==> config.mk <==
export PLATFORM = sky130hd
export DESIGN_NAME = icache_refill
export DESIGN_NICKNAME = d
export VERILOG_FILES = /design/src/rtl/icache_pkg.sv /design/src/rtl/icache_refill_timer.sv /design/src/rtl/icache_refill.sv
export SDC_FILE = /design/constraint.sdc
export NUM_CORES = 1
export LEC_CHECK = 0
export CORE_UTILIZATION = 43
export CTS_CLUSTER_SIZE = 20
export DETAILED_ROUTE_END_ITERATION = 12
export GPL_ROUTABILITY_DRIVEN = 0
export PLACE_DENSITY = 0.77
export SYNTH_ARGS = -nofsm -noshare
export SYNTH_HDL_FRONTEND = slang
export SYNTH_SLANG_ARGS = --single-unit
export TNS_END_PERCENT = 50
==> constraint.sdc <==
create_clock -name clk_i -period 1.92 [get_ports clk_i]
set_input_delay 0.192 -clock clk_i [delete_from_list [all_inputs] [get_ports clk_i]]
set_output_delay 0.192 -clock clk_i [all_outputs]
set_load 0.05 [all_outputs]
==> src/rtl/icache_pkg.sv <==
// Shared types and constants for the instruction-cache refill controller.
package icache_pkg;

    localparam int ADDR_W_DEF = 32;
    localparam int DATA_W_DEF = 32;
    localparam int WORD_OFF_W = 2;

    typedef enum logic [2:0] {
        ST_IDLE   = 3'd0,
        ST_REQ    = 3'd1,
        ST_WAIT   = 3'd2,
        ST_FILL   = 3'd3,
        ST_REPLAY = 3'd4
    } state_e;

endpackage

==> src/rtl/icache_refill_timer.sv <==
// WAIT-state timer: synchronous clear, count enable, terminal flag at TIMEOUT.
module icache_refill_timer #(
    parameter int TIMEOUT = 255
) (
    input  logic clk_i,
    input  logic rst_ni,
    input  logic clr_i,
    input  logic en_i,
    output logic done_o
);

    localparam int CNT_W = $clog2(TIMEOUT + 1);

    logic [CNT_W-1:0] cnt_q;

    assign done_o = (cnt_q == CNT_W'(TIMEOUT));

    // NOTE: sequential state is only ever assigned with <= so every flop samples pre-edge values.
    always_ff @(posedge clk_i or negedge rst_ni) begin
        if (!rst_ni) begin
            cnt_q <= '0;
        end else if (clr_i) begin
            cnt_q <= '0;
        end else if (en_i && !done_o) begin
            cnt_q <= cnt_q + 1'b1;
        end
    end

endmodule

==> src/rtl/icache_refill.sv <==
// Instruction-cache miss handler: stalls the core, fetches the missing word, writes and replays it.
// Optional ICACHE_REFILL_PERF_EN adds saturating miss/stall counters.
module icache_refill
    import icache_pkg::*;
#(
    parameter int ADDR_W  = ADDR_W_DEF,
    parameter int DATA_W  = DATA_W_DEF,
    parameter int TIMEOUT = 255
) (
    input  logic              clk_i,
    input  logic              rst_ni,
    input  logic [ADDR_W-1:0] pc_i,
    input  logic              fetch_i,
    input  logic              hit_i,
    output logic              stall_o,
    output logic [ADDR_W-1:0] cache_addr_o,
    output logic              cache_we_o,
    output logic [DATA_W-1:0] cache_data_o,
    output logic              mem_req_o,
    output logic [ADDR_W-1:0] mem_addr_o,
    input  logic              mem_gnt_i,
    input  logic              mem_rvalid_i,
    input  logic [DATA_W-1:0] mem_rdata_i,
    output logic              timeout_o
`ifdef ICACHE_REFILL_PERF_EN
    ,
    output logic [31:0]       miss_cnt_o,
    output logic [31:0]       stall_cnt_o
`endif
);

    localparam logic [2:0] S_IDLE   = ST_IDLE;
    localparam logic [2:0] S_REQ    = ST_REQ;
    localparam logic [2:0] S_WAIT   = ST_WAIT;
    localparam logic [2:0] S_FILL   = ST_FILL;
    localparam logic [2:0] S_REPLAY = ST_REPLAY;

    logic [2:0]                   state_q, state_d;
    logic                         lookup_q;
    logic [ADDR_W-1:WORD_OFF_W]   pc_q;
    logic [ADDR_W-1:0]            miss_addr_q;
    logic [DATA_W-1:0]            data_q;
    logic                         in_idle, miss, capture;
    logic                         timer_clr, timer_en, timer_done;

    assign in_idle   = (state_q == S_IDLE);
    assign miss      = lookup_q & ~hit_i;
    assign stall_o   = ~in_idle | miss;
    assign timer_clr = (state_q == S_REQ) & mem_gnt_i;
    assign timer_en  = (state_q == S_WAIT);
    assign capture   = ((state_q == S_REQ) & mem_gnt_i & mem_rvalid_i)
                     | ((state_q == S_WAIT) & mem_rvalid_i);

    icache_refill_timer #(
        .TIMEOUT (TIMEOUT)
    ) u_timer (
        .clk_i  (clk_i),
        .rst_ni (rst_ni),
        .clr_i  (timer_clr),
        .en_i   (timer_en),
        .done_o (timer_done)
    );

    always_comb begin
        // NOTE: default assignment first so no path through the case can infer a latch.
        state_d = state_q;
        case (state_q)
            S_IDLE:   if (miss) state_d = S_REQ;
            S_REQ:    if (mem_gnt_i) state_d = mem_rvalid_i ? S_FILL : S_WAIT;
            S_WAIT: begin
                if (mem_rvalid_i)    state_d = S_FILL;
                else if (timer_done) state_d = S_REQ;
            end
            S_FILL:   state_d = S_REPLAY;
            S_REPLAY: state_d = S_IDLE;
            default:  state_d = S_IDLE;
        endcase
    end

    // pc_q freezes while stalled so a replay miss re-requests the original address.
    always_ff @(posedge clk_i or negedge rst_ni) begin
        if (!rst_ni) begin
            state_q     <= S_IDLE;
            lookup_q    <= 1'b0;
            pc_q        <= '0;
            miss_addr_q <= '0;
            data_q      <= '0;
        end else begin
            state_q  <= state_d;
            lookup_q <= (state_q == S_REPLAY) | (fetch_i & ~stall_o);
            if (!stall_o) pc_q <= pc_i[ADDR_W-1:WORD_OFF_W];
            if (in_idle && miss) miss_addr_q <= {pc_q, {WORD_OFF_W{1'b0}}};
            if (capture) data_q <= mem_rdata_i;
        end
    end

    assign cache_addr_o = in_idle ? pc_i : miss_addr_q;
    assign cache_we_o   = (state_q == S_FILL);
    assign cache_data_o = data_q;
    assign mem_req_o    = (state_q == S_REQ);
    assign mem_addr_o   = mem_req_o ? miss_addr_q : '0;
    assign timeout_o    = (state_q == S_WAIT) & timer_done & ~mem_rvalid_i;

`ifdef ICACHE_REFILL_PERF_EN
    always_ff @(posedge clk_i or negedge rst_ni) begin
        if (!rst_ni) begin
            miss_cnt_o  <= '0;
            stall_cnt_o <= '0;
        end else begin
            if (in_idle && miss && (miss_cnt_o != '1)) miss_cnt_o <= miss_cnt_o + 1'b1;
            if (stall_o && (stall_cnt_o != '1)) stall_cnt_o <= stall_cnt_o + 1'b1;
        end
    end
`endif

endmodule

**Word-level counts from Yosys, hierarchy flattened**

Index checks and enable logic that the tools add are counted.

- Flip-flop bits (word level): 104
- Latch bits: 0
- RAM bits: 0
- ROM bits: 0
- Input port bits: 70
- Output and inout port bits: 100
- Word-level logic and storage cells: 45
- Memories: 0

- Add/sub/neg operators: 1
- Multiply operators: 0
- Divide/modulo/power cells: 0
- Order comparisons: 0
- Equal/unequal tests: 8
- Shift-type cells: 0
- Mux-type cells: 10
- Bitwise operators: 14
- Reduce and logical (&&, ||, !) cells: 6

Operators with widths:

| operator | number |
|---|---|
| $mux 32 | 2 |
| $mux 8 | 2 |
| $mux 3 | 4 |
| $pmux 3 s4 | 1 |
| $add 8x1->8 const B | 1 |
| $eq 8x8->1 const B | 1 |
| $and 1x1->1 | 7 |
| $eq 3x2->1 const B | 2 |
| $ne 2x1->1 const B | 2 |
| $not 1->1 | 4 |
| $eq 3x1->1 const B | 1 |
| $eq 3x3->1 const B | 1 |
| $logic_not 3->1 | 1 |
| $ne 3x3->1 const B | 1 |
| $or 1x1->1 | 3 |
| $reduce_and 3->1 | 1 |
| $logic_and 1x1->1 | 2 |
| $reduce_bool 2->1 | 1 |
| $logic_not 1->1 | 1 |
| $mux 1 | 1 |

**Depth between registers and ports, before layout**

- Word-level depth: 6
- Mapped depth: 6
- Mapped depth without buffers: 5

**By module**

Synthesis repeated with hierarchy kept, for this count alone.

- Cells, all modules: 530
- Area, all modules: 5719.2 µm²

By module, submodules not included:

| module | instances | cells each | area each (µm²) | sequential area each (µm²) |
|---|---|---|---|---|
| icache_refill | 1 | 483 | 5250.0 | 2402.3 |
| icache_refill_timer | 1 | 47 | 469.2 | 200.2 |

**Worst setup path before layout**

Ideal clock, no wire load.

- Path kind: register to output
- Start point: register state_q[2]
- End point: output port mem_addr_o[23]
- Arrival: 2096 ps
- Data required time: 1728 ps
- Setup slack: -368 ps
- Stages on the path, launching flop included: 5
- Path buffers: 2
- Cells stage by stage: dfrtp_1 > buf_2 > nor3b_1 > clkbuf_1 > and2_1

- Longest elaborated chain between the ends: 2

Ends and longest elaborated chain:

| item | RTL line | text |
|---|---|---|
| from (decl) | icache_refill.sv:38 | `logic [2:0] state_q, state_d;` |
| from (signal assigned) | icache_refill.sv:89 | `state_q <= state_d;` |
| $eq 3x1->1 | icache_refill.sv:100 | `assign mem_req_o = (state_q == S_REQ);` |
| via mem_req_o | icache_refill.sv:19 | `output logic mem_req_o,` |
| $mux 32 | icache_refill.sv:101 | `assign mem_addr_o = mem_req_o ? miss_addr_q : '0;` |
| to (decl) | icache_refill.sv:20 | `output logic [ADDR_W-1:0] mem_addr_o,` |

The timed path passes the listed nets, and every way through them passes these cells.

**Worst setup path after layout**

- Start point: register state_q[2]
- End point: output port mem_addr_o[18]

- Longest elaborated chain between the ends: 2

Ends and longest elaborated chain:

| item | RTL line |
|---|---|
| $eq 3x1->1 | icache_refill.sv:100 |
| $mux 32 | icache_refill.sv:101 |

Every way passes these cells.

==> results.json <==
{
  "grt_max_degree": 38,
  "synth_edf_count": 0,
  "skew_ps": 11.0,
  "ys_dominant_reg_cell": "dfrtp_1",
  "arrival_ps": 1850,
  "drive_above_1_share_pct": 46.6,
  "path_class": "flip-flop to output pin",
  "yosysUniqueCellTypes": 40,
  "core-area_mm2": 0.0108,
  "cap_violations": 0,
  "clkLatencyLatePin_ps": 360,
  "layout.nets": 607,
  "endpoint_kind": "output pin",
  "ant_nets": 0,
  "initialDrtViolationCount": 95,
  "synth_compound_area_share_pct": 2.92,
  "grt_use_met2_pct": 34.7,
  "grt_use_met1_pct": 26.9,
  "synth_warnings": 0,
  "clk_path_buf_depth": 2,
  "post-route-period-util_pct": 107,
  "synthAdderAreaFrac_pct": 0.263,
  "cts_tree": "built",
  "required_ps": 1730,
  "cts_made_buffers": 9,
  "dp_hpwl_um": 7860,
  "ys_ff_latch": 104,
  "critPathTopFamily": "buffers and inverters",
  "violations": "negative setup slack",
  "die_area_mm2": 0.0115,
  "synth_top_family_by_area": "multiplexers",
  "track_usage_pct": 20.8,
  "synthSimpleGateAreaFrac_pct": 9.43,
  "hold_ws_ps": 326,
  "netlist_instances": 340,
  "die_width_um": 107,
  "num_rows": 38,
  "crit_top_cell": "buf_12",
  "rsz0062_at_grt": "yes",
  "synthXorXnorAreaFrac_pct": 0,
  "clkTransAtPathRegs_ps": 110,
  "insertedDiodeCount": 0,
  "grt_pass1_vias": 3577,
  "die_h_um": 107,
  "detail_route.vias_per_cell": 5.06,
  "final_hold_viol_count": 0,
  "syn_avg_cell_area_um2": 14.0,
  "drc": 0,
  "vias": 3448,
  "syn_area_mm2": 0.00475,
  "synth-seq-area-share_pct": 54.8,
  "max_freq_ghz": 0.489,
  "drv_slew": 0,
  "critPathLaunchType": "flip-flop",
  "setup_viol": 64,
  "grt.met3_usage_pct": 4.92,
  "ctsRootBufferMaster": "clkbuf_8",
  "overflow": 0,
  "io_buffers": 167,
  "critPathBufInv": 4,
  "worst_pin_slew_ps": 522,
  "fin_crit_ps": 2050,
  "async_flop_share_pct": 100,
  "slowest_delay_ps": 470,
  "top_usage_layer": "met2",
  "syn2layout_area_growth_pct": 66.5,
  "layout_common_cells": "101 x dfrtp_1, 100 x clkdlybuf4s50_1, 50 x mux2_2",
  "hold_path.class": "input pin to async pin",
  "status": "complete, but fails checks",
  "grt_pass1_wl_um": 18300,
  "synth.mux.area_fraction_pct": 29.7,
  "wirelength_um": 12500,
  "slowest_stage": "dfrtp_2",
  "htreeDepth": 3,
  "antenna_found_initial": 0,
  "final_common_cell": "dfrtp_1",
  "path_max_fanout": 14,
  "cts_sinks": 104,
  "start_util_pct": 44.0,
  "setup_ws_ps": -126,
  "timing.slew.headroom_pct": 65.1,
  "worstPathCellList": "buf_6 > nor3b_4 > buf_12 > clkbuf_16 > and2_4 > buf_12",
  "avgRoutedWirePerCell_um": 18.4,
  "detailedRoute.firstPassIterationCount": 4,
  "io_pins": 170
}
## sequential cells by signal, indices dropped and copies added (netlist names)
register and cells:
u_timer.cnt_q 8, cache_data_o 32, pc_q 30, lookup_q 1, state_q 3, miss_addr_q 30
## cell usage after synthesis (2+ instances only)
cell type	instances	area, µm²
a21oi_1	4	20.0
a31oi_1	2	12.5
and2_1	34	213
and3_1	4	25.0
buf_2	10	50.1
buf_4	4	30.0
buf_6	3	33.8
clkbuf_1	4	15.0
dfrtp_1	104	2600
mux2_1	32	360
mux2_2	80	901
mux2_4	10	150
nand2_1	9	33.8
nand3_1	3	15.0
nor2_1	4	15.0
nor3_1	4	20.0
nor3b_4	2	37.5
o211ai_1	2	15.0
o21ai_0	3	15.0
o31ai_1	2	15.0
## final timing paths
| kind | startpoint | to | slack (ps) | cells past startpoint |
|---|---|---|---|---|
| worst max-delay path | state_q[2] | mem_addr_o[18] | -130 | 6 |
| worst min-delay path | rst_ni | miss_addr_q[23] | 330 | 2 |
| worst max register to register | state_q[1] | cache_data_o[23] | 30 | 7 |
| worst min register to register | pc_q[10] | pc_q[10] | 500 | 1 |
| max in group asynchronous | rst_ni | miss_addr_q[16] | 870 | 3 |
| min in group clk_i | mem_rdata_i[17] | cache_data_o[17] | 440 | 2 |
## routing by layer
metal | up-vias | routed length, µm
met4 | 0 | 127
met1 | 1715 | 5410
met3 | 12 | 850
met2 | 132 | 6140
li1 | 1589 | -
met5 | - | 0
## layout make-up
class,count,area (µm²)
Inverter,1,3.75
Timing Repair Buffer,205,2680
Multi-Input combinational cell,215,2230
Clock buffer,9,124
Sequential cell,104,2610
Fill cell,695,2880
Clock inverter,7,86.3
Tap cell,140,175
## cell families after synthesis
family / count (synthesis)
AOI/OAI and AO/OA: 20
DFF: 104
buffers and inverters: 22
adders and majority gates: 1
and+or+nand+nor: 70
muxes: 122
other: 1
## timing repair
item | CTS | global route
pin swaps | 24 | 4
cloned | 2 | 5
buffers inserted | 10 | 5
setup endpoints to repair | 64 | 87
gates resized for setup | 86 | 52
hold buffers | 1 | 0
hold endpoints to repair | 34 | 0
## metrics by stage
step | util [%] | setup slack [ps] | instances | TNS [ps] | instance area [µm²]
6_report | 73.3 | -126 | 681 | -5730 | 7910
5_1_grt | 73.3 | -185 | 681 | -10740 | 7910
4_1_cts | 69.9 | -149 | 671 | -5600 | 7550
3_5_place_dp | 64.1 | 77.0 | 642 | 0 | 6920
3_3_place_gp | 64.1 | 131 | 642 | 0 | 6920
2_1_floorplan | - | -116 | 341 | -580 | 4760
Power is not shown: default switching activity piles up to over one toggle a cycle in this logic, so the estimate is an artifact.
